### src/rtl/face_detection_pkg.sv
// rtl/face_detection_pkg.sv - shared state encoding, command bits and register map
package face_detection_pkg;

    typedef enum logic [2:0] {
        ST_IDLE       = 3'd0,
        ST_FEED       = 3'd1,
        ST_WAIT_FRAME = 3'd2,
        ST_COLLECT    = 3'd3,
        ST_DONE       = 3'd4
    } state_t;

    localparam int CMD_START    = 0;
    localparam int CMD_ABORT    = 1;
    localparam int CMD_CLR_DONE = 2;
    localparam int CMD_IRQ_EN   = 3;

    localparam logic [2:0] ADDR_CMD    = 3'd0;
    localparam logic [2:0] ADDR_PIX    = 3'd1;
    localparam logic [2:0] ADDR_STATUS = 3'd2;
    localparam logic [2:0] ADDR_RESULT = 3'd3;
    localparam logic [2:0] ADDR_CNT_LO = 3'd4;
    localparam logic [2:0] ADDR_CNT_HI = 3'd5;

endpackage

### src/rtl/face_detection_frame_sequencer_if.sv
// rtl/face_detection_frame_sequencer_if.sv - host register bus and core-side handshake bundle
interface face_detection_frame_sequencer_if #(
    parameter int ADDR_WIDTH = 3
);
    logic [ADDR_WIDTH-1:0] s_address;
    logic                  s_write;
    logic [7:0]            s_writedata;
    logic                  s_read;
    logic [7:0]            s_readdata;
    logic                  o_irq;
    logic                  o_core_reset;
    logic                  i_core_ready;
    logic                  o_core_pixel_valid;
    logic [7:0]            o_core_pixel;
    logic                  i_core_frame_end;
    logic                  o_core_result_req;
    logic                  i_core_result_valid;
    logic [7:0]            i_core_result_data;
    logic                  i_core_result_end;

    modport slave (
        input  s_address, s_write, s_writedata, s_read,
        output s_readdata, o_irq, o_core_reset,
        input  i_core_ready,
        output o_core_pixel_valid, o_core_pixel,
        input  i_core_frame_end,
        output o_core_result_req,
        input  i_core_result_valid, i_core_result_data, i_core_result_end
    );

    modport master (
        output s_address, s_write, s_writedata, s_read,
        input  s_readdata, o_irq, o_core_reset,
        output i_core_ready,
        input  o_core_pixel_valid, o_core_pixel,
        output i_core_frame_end,
        input  o_core_result_req,
        output i_core_result_valid, i_core_result_data, i_core_result_end
    );
endinterface

### src/rtl/sync_fifo.sv
// rtl/sync_fifo.sv - count-based synchronous FIFO with same-cycle push/pop and flush
module sync_fifo #(
    parameter int WIDTH = 8,
    parameter int DEPTH = 16
) (
    input  logic             s_clk,
    input  logic             s_reset,
    input  logic             flush,
    input  logic             push,
    input  logic [WIDTH-1:0] din,
    input  logic             pop,
    output logic [WIDTH-1:0] dout,
    output logic             full,
    output logic             empty
);
    localparam int AW = (DEPTH > 1) ? $clog2(DEPTH) : 1;

    logic [WIDTH-1:0] mem [DEPTH];
    logic [AW-1:0]    wr_ptr;
    logic [AW-1:0]    rd_ptr;
    logic [AW:0]      count;
    logic             do_push;
    logic             do_pop;

    assign empty   = (count == '0);
    assign full    = (count == (AW+1)'(DEPTH));
    assign do_pop  = pop && !empty;
    // a pop in the same cycle frees the slot a push into a full FIFO needs
    assign do_push = push && (!full || do_pop);
    assign dout    = mem[rd_ptr];

    always_ff @(posedge s_clk or posedge s_reset) begin
        if (s_reset) begin
            wr_ptr <= '0;
            rd_ptr <= '0;
            count  <= '0;
        end else if (flush) begin
            wr_ptr <= '0;
            rd_ptr <= '0;
            count  <= '0;
        end else begin
            if (do_push) wr_ptr <= wr_ptr + AW'(1);
            if (do_pop)  rd_ptr <= rd_ptr + AW'(1);
            case ({do_push, do_pop})
                2'b10:   count <= count + (AW+1)'(1);
                2'b01:   count <= count - (AW+1)'(1);
                default: count <= count;
            endcase
        end
    end

    always_ff @(posedge s_clk) begin
        if (do_push && !flush) mem[wr_ptr] <= din;
    end
endmodule

### src/rtl/face_detection_frame_sequencer.sv
// rtl/face_detection_frame_sequencer.sv - host register front end that feeds one frame to the core and collects results
module face_detection_frame_sequencer
    import face_detection_pkg::*;
#(
    parameter int ADDR_WIDTH   = 3,
    parameter int PIX_DEPTH    = 16,
    parameter int RES_DEPTH    = 16,
    parameter int FRAME_PIXELS = 19200,
    parameter int CNT_W        = 16
) (
    input  logic s_clk,
    input  logic s_reset,
    face_detection_frame_sequencer_if.slave bus
);
    state_t             state;
    state_t             state_next;
    logic [CNT_W-1:0]   pix_count;
    logic [15:0]        cnt_ext;
    logic               overflow;
    logic               irq_en;
    logic               core_reset;
    logic               pixel_valid;
    logic [7:0]         pixel;
    logic [7:0]         readdata;

    logic               cmd_wr, start, abort, clr_done;
    logic               pix_wr, res_rd;
    logic               pix_push, pix_pop, pix_drop, pix_full, pix_empty;
    logic               res_push, res_pop, res_drop, res_full, res_empty;
    logic [7:0]         pix_dout, res_dout;
    logic               frame_last, short_frame, start_ok, done;

    assign cmd_wr   = bus.s_write && (bus.s_address == ADDR_WIDTH'(ADDR_CMD));
    assign start    = cmd_wr && bus.s_writedata[CMD_START];
    assign abort    = cmd_wr && bus.s_writedata[CMD_ABORT];
    assign clr_done = cmd_wr && bus.s_writedata[CMD_CLR_DONE];
    assign pix_wr   = bus.s_write && (bus.s_address == ADDR_WIDTH'(ADDR_PIX));
    assign res_rd   = bus.s_read && (bus.s_address == ADDR_WIDTH'(ADDR_RESULT));

    assign done     = (state == ST_DONE);
    assign start_ok = start && !abort && (state == ST_IDLE || state == ST_DONE);

    assign pix_pop    = (state == ST_FEED) && !pix_empty && bus.i_core_ready;
    assign frame_last = pix_pop && (pix_count == CNT_W'(FRAME_PIXELS - 1));
    assign pix_push   = pix_wr && (state == ST_IDLE || state == ST_FEED) && (!pix_full || pix_pop);
    assign pix_drop   = pix_wr && !pix_push;

    assign res_pop  = res_rd && !res_empty;
    assign res_push = (state == ST_COLLECT) && bus.i_core_result_valid && (!res_full || res_pop);
    assign res_drop = (state == ST_COLLECT) && bus.i_core_result_valid && !res_push;

    // a frame_end before the last pixel went out marks a short frame
    assign short_frame = (state == ST_FEED) && bus.i_core_frame_end && !frame_last;

    sync_fifo #(.WIDTH(8), .DEPTH(PIX_DEPTH)) u_pix_fifo (
        .s_clk(s_clk), .s_reset(s_reset), .flush(abort),
        .push(pix_push), .din(bus.s_writedata),
        .pop(pix_pop), .dout(pix_dout), .full(pix_full), .empty(pix_empty)
    );

    sync_fifo #(.WIDTH(8), .DEPTH(RES_DEPTH)) u_res_fifo (
        .s_clk(s_clk), .s_reset(s_reset), .flush(abort),
        .push(res_push), .din(bus.i_core_result_data),
        .pop(res_pop), .dout(res_dout), .full(res_full), .empty(res_empty)
    );

    always_comb begin
        state_next = state;
        if (abort) begin
            state_next = ST_IDLE;
        end else begin
            case (state)
                ST_IDLE:       if (start) state_next = ST_FEED;
                ST_FEED:       if (frame_last) state_next = ST_WAIT_FRAME;
                               else if (bus.i_core_frame_end) state_next = ST_COLLECT;
                ST_WAIT_FRAME: if (bus.i_core_frame_end) state_next = ST_COLLECT;
                ST_COLLECT:    if (bus.i_core_result_end) state_next = ST_DONE;
                ST_DONE:       if (start) state_next = ST_FEED;
                               else if (clr_done) state_next = ST_IDLE;
                default:       state_next = ST_IDLE;
            endcase
        end
    end

    always_ff @(posedge s_clk or posedge s_reset) begin
        if (s_reset) begin
            state       <= ST_IDLE;
            pix_count   <= '0;
            overflow    <= 1'b0;
            irq_en      <= 1'b0;
            core_reset  <= 1'b0;
            pixel_valid <= 1'b0;
            pixel       <= '0;
        end else begin
            state       <= state_next;
            core_reset  <= abort;
            pixel_valid <= pix_pop && !abort;
            if (pix_pop) pixel <= pix_dout;
            if (cmd_wr) irq_en <= bus.s_writedata[CMD_IRQ_EN];

            if (abort || start_ok)  pix_count <= '0;
            else if (pix_pop)       pix_count <= pix_count + CNT_W'(1);

            if (abort || start_ok)  overflow <= 1'b0;
            else if (pix_drop || res_drop || short_frame) overflow <= 1'b1;
        end
    end

    assign cnt_ext = 16'(pix_count);

    always_ff @(posedge s_clk or posedge s_reset) begin
        if (s_reset) begin
            readdata <= '0;
        end else if (bus.s_read) begin
            case (bus.s_address)
                ADDR_WIDTH'(ADDR_STATUS): readdata <= {3'(state), irq_en, res_empty, pix_full, overflow, done};
                ADDR_WIDTH'(ADDR_RESULT): readdata <= res_pop ? res_dout : 8'h00;
                ADDR_WIDTH'(ADDR_CNT_LO): readdata <= cnt_ext[7:0];
                ADDR_WIDTH'(ADDR_CNT_HI): readdata <= cnt_ext[15:8];
                default:                  readdata <= 8'h00;
            endcase
        end
    end

    assign bus.s_readdata         = readdata;
    assign bus.o_irq              = done && irq_en;
    assign bus.o_core_reset       = core_reset;
    assign bus.o_core_pixel_valid = pixel_valid;
    assign bus.o_core_pixel       = pixel;
    assign bus.o_core_result_req  = (state == ST_COLLECT) && !res_full;
endmodule

### src/flat_wrapper.sv
// flat-port wrapper written by rule: the top's interface ports become plain ports
module face_detection_frame_sequencer_flat import face_detection_pkg::*;
#(
    parameter int ADDR_WIDTH   = 3,
    parameter int PIX_DEPTH    = 16,
    parameter int RES_DEPTH    = 16,
    parameter int FRAME_PIXELS = 19200,
    parameter int CNT_W        = 16
)
  (s_clk, s_reset, bus_s_address, bus_s_write, bus_s_writedata, bus_s_read, bus_s_readdata, bus_o_irq, bus_o_core_reset, bus_i_core_ready, bus_o_core_pixel_valid, bus_o_core_pixel, bus_i_core_frame_end, bus_o_core_result_req, bus_i_core_result_valid, bus_i_core_result_data, bus_i_core_result_end);
  face_detection_frame_sequencer_if #(.ADDR_WIDTH(ADDR_WIDTH)) bus_i ();
  input  logic s_clk;
  input  logic s_reset;
  input wire logic [$bits(bus_i.s_address)-1:0] bus_s_address;
  input wire logic [$bits(bus_i.s_write)-1:0] bus_s_write;
  input wire logic [$bits(bus_i.s_writedata)-1:0] bus_s_writedata;
  input wire logic [$bits(bus_i.s_read)-1:0] bus_s_read;
  output wire logic [$bits(bus_i.s_readdata)-1:0] bus_s_readdata;
  output wire logic [$bits(bus_i.o_irq)-1:0] bus_o_irq;
  output wire logic [$bits(bus_i.o_core_reset)-1:0] bus_o_core_reset;
  input wire logic [$bits(bus_i.i_core_ready)-1:0] bus_i_core_ready;
  output wire logic [$bits(bus_i.o_core_pixel_valid)-1:0] bus_o_core_pixel_valid;
  output wire logic [$bits(bus_i.o_core_pixel)-1:0] bus_o_core_pixel;
  input wire logic [$bits(bus_i.i_core_frame_end)-1:0] bus_i_core_frame_end;
  output wire logic [$bits(bus_i.o_core_result_req)-1:0] bus_o_core_result_req;
  input wire logic [$bits(bus_i.i_core_result_valid)-1:0] bus_i_core_result_valid;
  input wire logic [$bits(bus_i.i_core_result_data)-1:0] bus_i_core_result_data;
  input wire logic [$bits(bus_i.i_core_result_end)-1:0] bus_i_core_result_end;
  assign bus_i.s_address = bus_s_address;
  assign bus_i.s_write = bus_s_write;
  assign bus_i.s_writedata = bus_s_writedata;
  assign bus_i.s_read = bus_s_read;
  assign bus_s_readdata = bus_i.s_readdata;
  assign bus_o_irq = bus_i.o_irq;
  assign bus_o_core_reset = bus_i.o_core_reset;
  assign bus_i.i_core_ready = bus_i_core_ready;
  assign bus_o_core_pixel_valid = bus_i.o_core_pixel_valid;
  assign bus_o_core_pixel = bus_i.o_core_pixel;
  assign bus_i.i_core_frame_end = bus_i_core_frame_end;
  assign bus_o_core_result_req = bus_i.o_core_result_req;
  assign bus_i.i_core_result_valid = bus_i_core_result_valid;
  assign bus_i.i_core_result_data = bus_i_core_result_data;
  assign bus_i.i_core_result_end = bus_i_core_result_end;
  face_detection_frame_sequencer #(.ADDR_WIDTH(ADDR_WIDTH), .PIX_DEPTH(PIX_DEPTH), .RES_DEPTH(RES_DEPTH), .FRAME_PIXELS(FRAME_PIXELS), .CNT_W(CNT_W)) u_core (.s_clk(s_clk), .s_reset(s_reset), .bus(bus_i));
endmodule
### config.mk
export PLATFORM = sky130hd
export DESIGN_NAME = face_detection_frame_sequencer_flat
export DESIGN_NICKNAME = d
export VERILOG_FILES = /design/src/rtl/face_detection_pkg.sv /design/src/rtl/face_detection_frame_sequencer_if.sv /design/src/rtl/sync_fifo.sv /design/src/rtl/face_detection_frame_sequencer.sv /design/src/flat_wrapper.sv
export SDC_FILE = /design/constraint.sdc
export NUM_CORES = 1
export LEC_CHECK = 0
export CELL_PAD_IN_SITES_DETAIL_PLACEMENT = 0
export CELL_PAD_IN_SITES_GLOBAL_PLACEMENT = 1
export CORE_MARGIN = 4
export CORE_UTILIZATION = 40
export DETAILED_ROUTE_END_ITERATION = 8
export GPL_TIMING_DRIVEN = 0
export PLACE_DENSITY_LB_ADDON = 0.1
export SKIP_LAST_GASP = 1
export SLEW_MARGIN = 0
export SYNTH_ARGS = -nofsm -noshare
export SYNTH_HDL_FRONTEND = slang
export SYNTH_HIERARCHICAL = 1
export SYNTH_SLANG_ARGS = --single-unit
### constraint.sdc
create_clock -name s_clk -period 3.9 [get_ports s_clk]
set_clock_uncertainty 0.2 [all_clocks]
set_input_delay 0.78 -clock s_clk [delete_from_list [all_inputs] [get_ports s_clk]]
set_output_delay 0.78 -clock s_clk [all_outputs]
set_load 0.05 [all_outputs]
==> impl_metrics.yaml <==
outcome:
  status: "complete, no violations"
power_and_ir_drop:
  p_int_mw: 7.17
  p_comb_share_pct: 27.1
  switching_share_pct: 29.7
  p_seq_share_pct: 40.6
  p_switching_mw: 3.03
  power_density_nw_per_um2: 632
  p_clk_share_pct: 32.3
  ir_worst_vdd_mv: 0.380
  leakage_nw: 5.40
timing:
  tightest_slew_ns: 0.958
  setup-violations-final: 0
  setup_slack_ns: 0.159
  finalMaxSlewViolations: 0
  period_needed_ns: 3.74
  slew_headroom_pct: 35.9
  min_period_over_period_pct: 95.9
  rsz0062_at_grt: "yes"
  fmax_ghz: 0.267
  hold_viol_final: 0
  holdWs_ns: 0.306
synthesis:
  ys.flop_type: "edfxtp_1"
  yosys-top-cells-area: "edfxtp_1 (56%), mux4_2 (13%), dfrtp_1 (12%)"
  synth_xor_area_share_pct: 1.27
  synth_top_family_by_area: "multiplexers"
  yosysUniqueCellTypes: 61
  netlist.area_leader.share_pct: 55.8
  synthSimpleGateAreaFrac_pct: 6.59
  yosysMostFrequentCell: "edfxtp_1"
  syn-instance-count: 811
  syn_area_um2: 13800
  yosys_warnings: 6
  yosys_register_bits: 321
  syn_nets: 857
  synth_mux_area_share_pct: 14.7
  synth-adder-area-share_pct: 1.83
  async_flop_share_pct: 20.2
  synth_seq_area_share_pct: 67.6
  syn_area_per_cell_um2: 17.0
  synth_common_cells: "edfxtp_1 (256), mux4_2 (80), nor2_1 (69)"
  synth_top_area_cell: "edfxtp_1"
  synth_edf_count: 256
  synth-compound-area-share_pct: 5.44
drt:
  dr.pass1.iters: 5
  via_per_inst: 5.52
  dr_total_vias: 7591
  avgRoutedWirePerCell_um: 22.6
  drtAntennaViolNets: 0
  drt-initial-drc-count: 470
  routed_wl_um: 31100
  drc_errors: 0
worst_setup_path:
  r2r_setup_slack_ns: 0.16
  crit_family: "simple AND/OR/NAND/NOR gates"
  critPathArrivalTime_ns: 3.90
  cp_slowest_cell: "or4_4"
  r2r_cells: 15
  endpoint_kind: "flip-flop"
  rr_startpoint: "u_core/u_pix_fifo/count[0]$_DFFE_PP0P_"
  slowest_delay_ns: 0.58
  worst-path-max-fanout: 10
  r2r-end: "u_core/u_pix_fifo/count[4]$_DFFE_PP0P_"
  critPathKind: "reg -> reg"
  startpoint_type: "flip-flop"
  cp_num_buf_inv: 4
  cp.required_ns: 4.06
  startpoint: "u_core/u_pix_fifo/count[0]$_DFFE_PP0P_"
  cp-endpoint: "u_core/u_pix_fifo/count[4]$_DFFE_PP0P_"
  path_depth: 15
  crit_chain: "or4_4, buf_6, nor2_4, nand2b_4, or2_4, a2111oi_4, clkbuf_8, inv_1, o211ai_4, inv_2, ha_1, or2_2, o21a_1, o2111ai_1, a21oi_1"
placed_design:
  place_ws_ns: -1.59
  port_buffers: 45
  dp_cells: 1305
  place_hpwl_um: 21400
  place_congestion: 0.809
finish:
  drive_above_1_share_pct: 24.3
  final_net_count: 944
  synthToLayoutAreaGrowth_pct: 17.2
  fill_cells: 2852
  layout.cells.non_filler: 1374
floorplan:
  die_height_um: 194
  die_area_um2: 37500
  ios: 47
  row_count: 67
  die-width_um: 194
  start_util_pct: 40.8
  core_area_um2: 33800
clock_network:
  cts_tree: "built"
  clkLatencyLatePin_ns: 0.52
  hold_buffers: 0
  cts_inserted_buffers: 37
  root_buffer: "clkbuf_16"
  cts_num_sinks: 321
  htreeDepth: 2
  clk_path_buf_depth: 3
  path_clk_slew_ns: 0.05
grt:
  grt_pass1_wl_um: 47900
  grt.overflow.total: 0
  grt_max_degree: 38
  antenna_found_initial: 1
  grt_pass1_vias: 7753
  track_usage_pct: 16.5
flow_run:
  maxCapViolations: 0
worst_hold_path:
  hold_class: "reg -> reg"
[layer usage]
layer  track usage, %  vias up  wire [um]  part of all wire [%]
li1                 -     3390          -                     -
met5                0        -          0                     0
met1             24.0     3998      14000                    45
met4             4.01        0        503                   1.6
met3             2.64       34       1450                   4.7
met2             26.5      169      15200                    49
[state kept, by name, summed over array words and instances (netlist names)]
| name | cells |
|---|---|
| u_core/overflow | 1 |
| u_core/u_pix_fifo/wr_ptr | 4 |
| u_core/u_res_fifo/mem | 128 |
| u_core/bus.o_core_reset | 1 |
| u_core/bus.s_readdata | 8 |
| u_core/u_pix_fifo/rd_ptr | 4 |
| u_core/u_pix_fifo/mem | 128 |
| u_core/state | 3 |
| u_core/u_res_fifo/rd_ptr | 4 |
| u_core/bus.o_core_pixel_valid | 1 |
| u_core/u_pix_fifo/count | 5 |
| u_core/irq_en | 1 |
| u_core/cnt_ext | 16 |
| u_core/u_res_fifo/wr_ptr | 4 |
| u_core/u_res_fifo/count | 5 |
| u_core/bus.o_core_pixel | 8 |
[layout by cell type, fill, tap and decap left out, types with 4 or more instances in the layout]
| cell | synthesis | layout |
|---|---|---|
| buf_4 | 3 | 8 |
| mux4_2 | 80 | 80 |
| nor4_1 | 4 | 4 |
| inv_2 | 3 | 4 |
| o22ai_1 | 9 | 9 |
| clkbuf_16 | 0 | 37 |
| edfxtp_1 | 256 | 256 |
| clkbuf_1 | 21 | 24 |
| o31ai_1 | 5 | 5 |
| mux2i_1 | 4 | 4 |
| nor2b_1 | 9 | 9 |
| buf_2 | 5 | 4 |
| or2_2 | 5 | 4 |
| nand2_1 | 20 | 20 |
| and3_1 | 4 | 4 |
| a21oi_1 | 21 | 21 |
| nor3_1 | 12 | 12 |
| dfrtp_1 | 65 | 62 |
| o21ai_1 | 4 | 4 |
| o211ai_1 | 6 | 6 |
| buf_6 | 8 | 8 |
| a211oi_1 | 5 | 5 |
| o2111ai_1 | 4 | 4 |
| o21ai_0 | 15 | 15 |
| a222oi_1 | 7 | 7 |
| nand3_1 | 17 | 17 |
| xor2_1 | 8 | 8 |
| nand3b_1 | 4 | 4 |
| xnor2_1 | 12 | 12 |
| ha_1 | 17 | 17 |
| nand4_1 | 4 | 4 |
| or4_1 | 6 | 6 |
| or3_1 | 8 | 8 |
| clkinv_1 | 0 | 8 |
| inv_1 | 29 | 27 |
| clkdlybuf4s50_1 | 0 | 45 |
| mux2_2 | 16 | 16 |
| nor2_1 | 69 | 42 |
| nor2_2 | 0 | 25 |
[repair_timing]
item	in CTS	in global routing
cloned	0	0
pin swaps	1	2
resized for setup	36	12
endpoints found under the setup margin	237	210
setup buffers	1	4
[final cells by class]
type	instances	area [um^2]	area share [%]
well taps	448	561	3.47
flip-flops and latches	321	9320	57.7
inverters	32	124	0.767
clock buffers	47	983	6.09
diodes	1	2.50	0.0155
clock inverters	19	180	1.12
plain buffers	38	246	1.53
repair buffers	51	508	3.15
multi-input cells	417	4220	26.2
[power groups by stage]
stage | Clock, mW | Sequential [mW] | Combinational, mW
after floorplan | 0 | 4.30 | 1.81
after CTS | 3.40 | 4.13 | 2.81
after detailed placement | 0 | 4.19 | 2.75
after global placement | 0 | 4.18 | 2.70
after global routing | 3.57 | 4.18 | 2.99
final | 3.30 | 4.15 | 2.76
[cells by family (layout without fill, tap and decap cells)]
| logic type | count (synthesis) | after routing |
|---|---|---|
| AOI/OAI and AO/OA | 99 | 99 |
| and+or+nand+nor | 179 | 179 |
| other | 0 | 1 |
| adders and majority gates | 19 | 19 |
| xor gates and xnor gates | 20 | 20 |
| DFF | 321 | 321 |
| muxes | 100 | 100 |
| buffers and inverters | 73 | 187 |
[stage by stage]
stage	total power, mW	TNS [ns]	instance area, um^2	utilization [%]
floorplan	6.11	0	13800	-
global placement	6.88	-255.88	14800	43.8
detailed placement	6.94	-266.74	14800	43.8
CTS	10.3	-0.0264	16100	47.6
global route	10.7	-0.300	16100	47.8
finish	10.2	0	16100	47.8
[worst min-delay path by stage]
| stage | start | endpoint | slack [ns] | cells after the start |
|---|---|---|---|---|
| final | u_core/bus.o_core_pixel[5]$_DFFE_PP0P_ | u_core/bus.o_core_pixel[5]$_DFFE_PP0P_ | 0.31 | 1 |
| after detailed placement | u_core/bus.o_core_pixel[5]$_DFFE_PP0P_ | u_core/bus.o_core_pixel[5]$_DFFE_PP0P_ | 0.30 | 1 |
| after global placement | u_core/bus.o_core_pixel[4]$_DFFE_PP0P_ | u_core/bus.o_core_pixel[4]$_DFFE_PP0P_ | 0.29 | 1 |
| after CTS | u_core/bus.o_core_pixel[5]$_DFFE_PP0P_ | u_core/bus.o_core_pixel[5]$_DFFE_PP0P_ | 0.31 | 1 |
| after global routing | u_core/bus.o_core_pixel[6]$_DFFE_PP0P_ | u_core/bus.o_core_pixel[6]$_DFFE_PP0P_ | 0.34 | 1 |
| after floorplan | u_core/irq_en$_DFFE_PP0N_ | u_core/irq_en$_DFFE_PP0N_ | 0.29 | 1 |
Power figures use the tool's default switching activity.
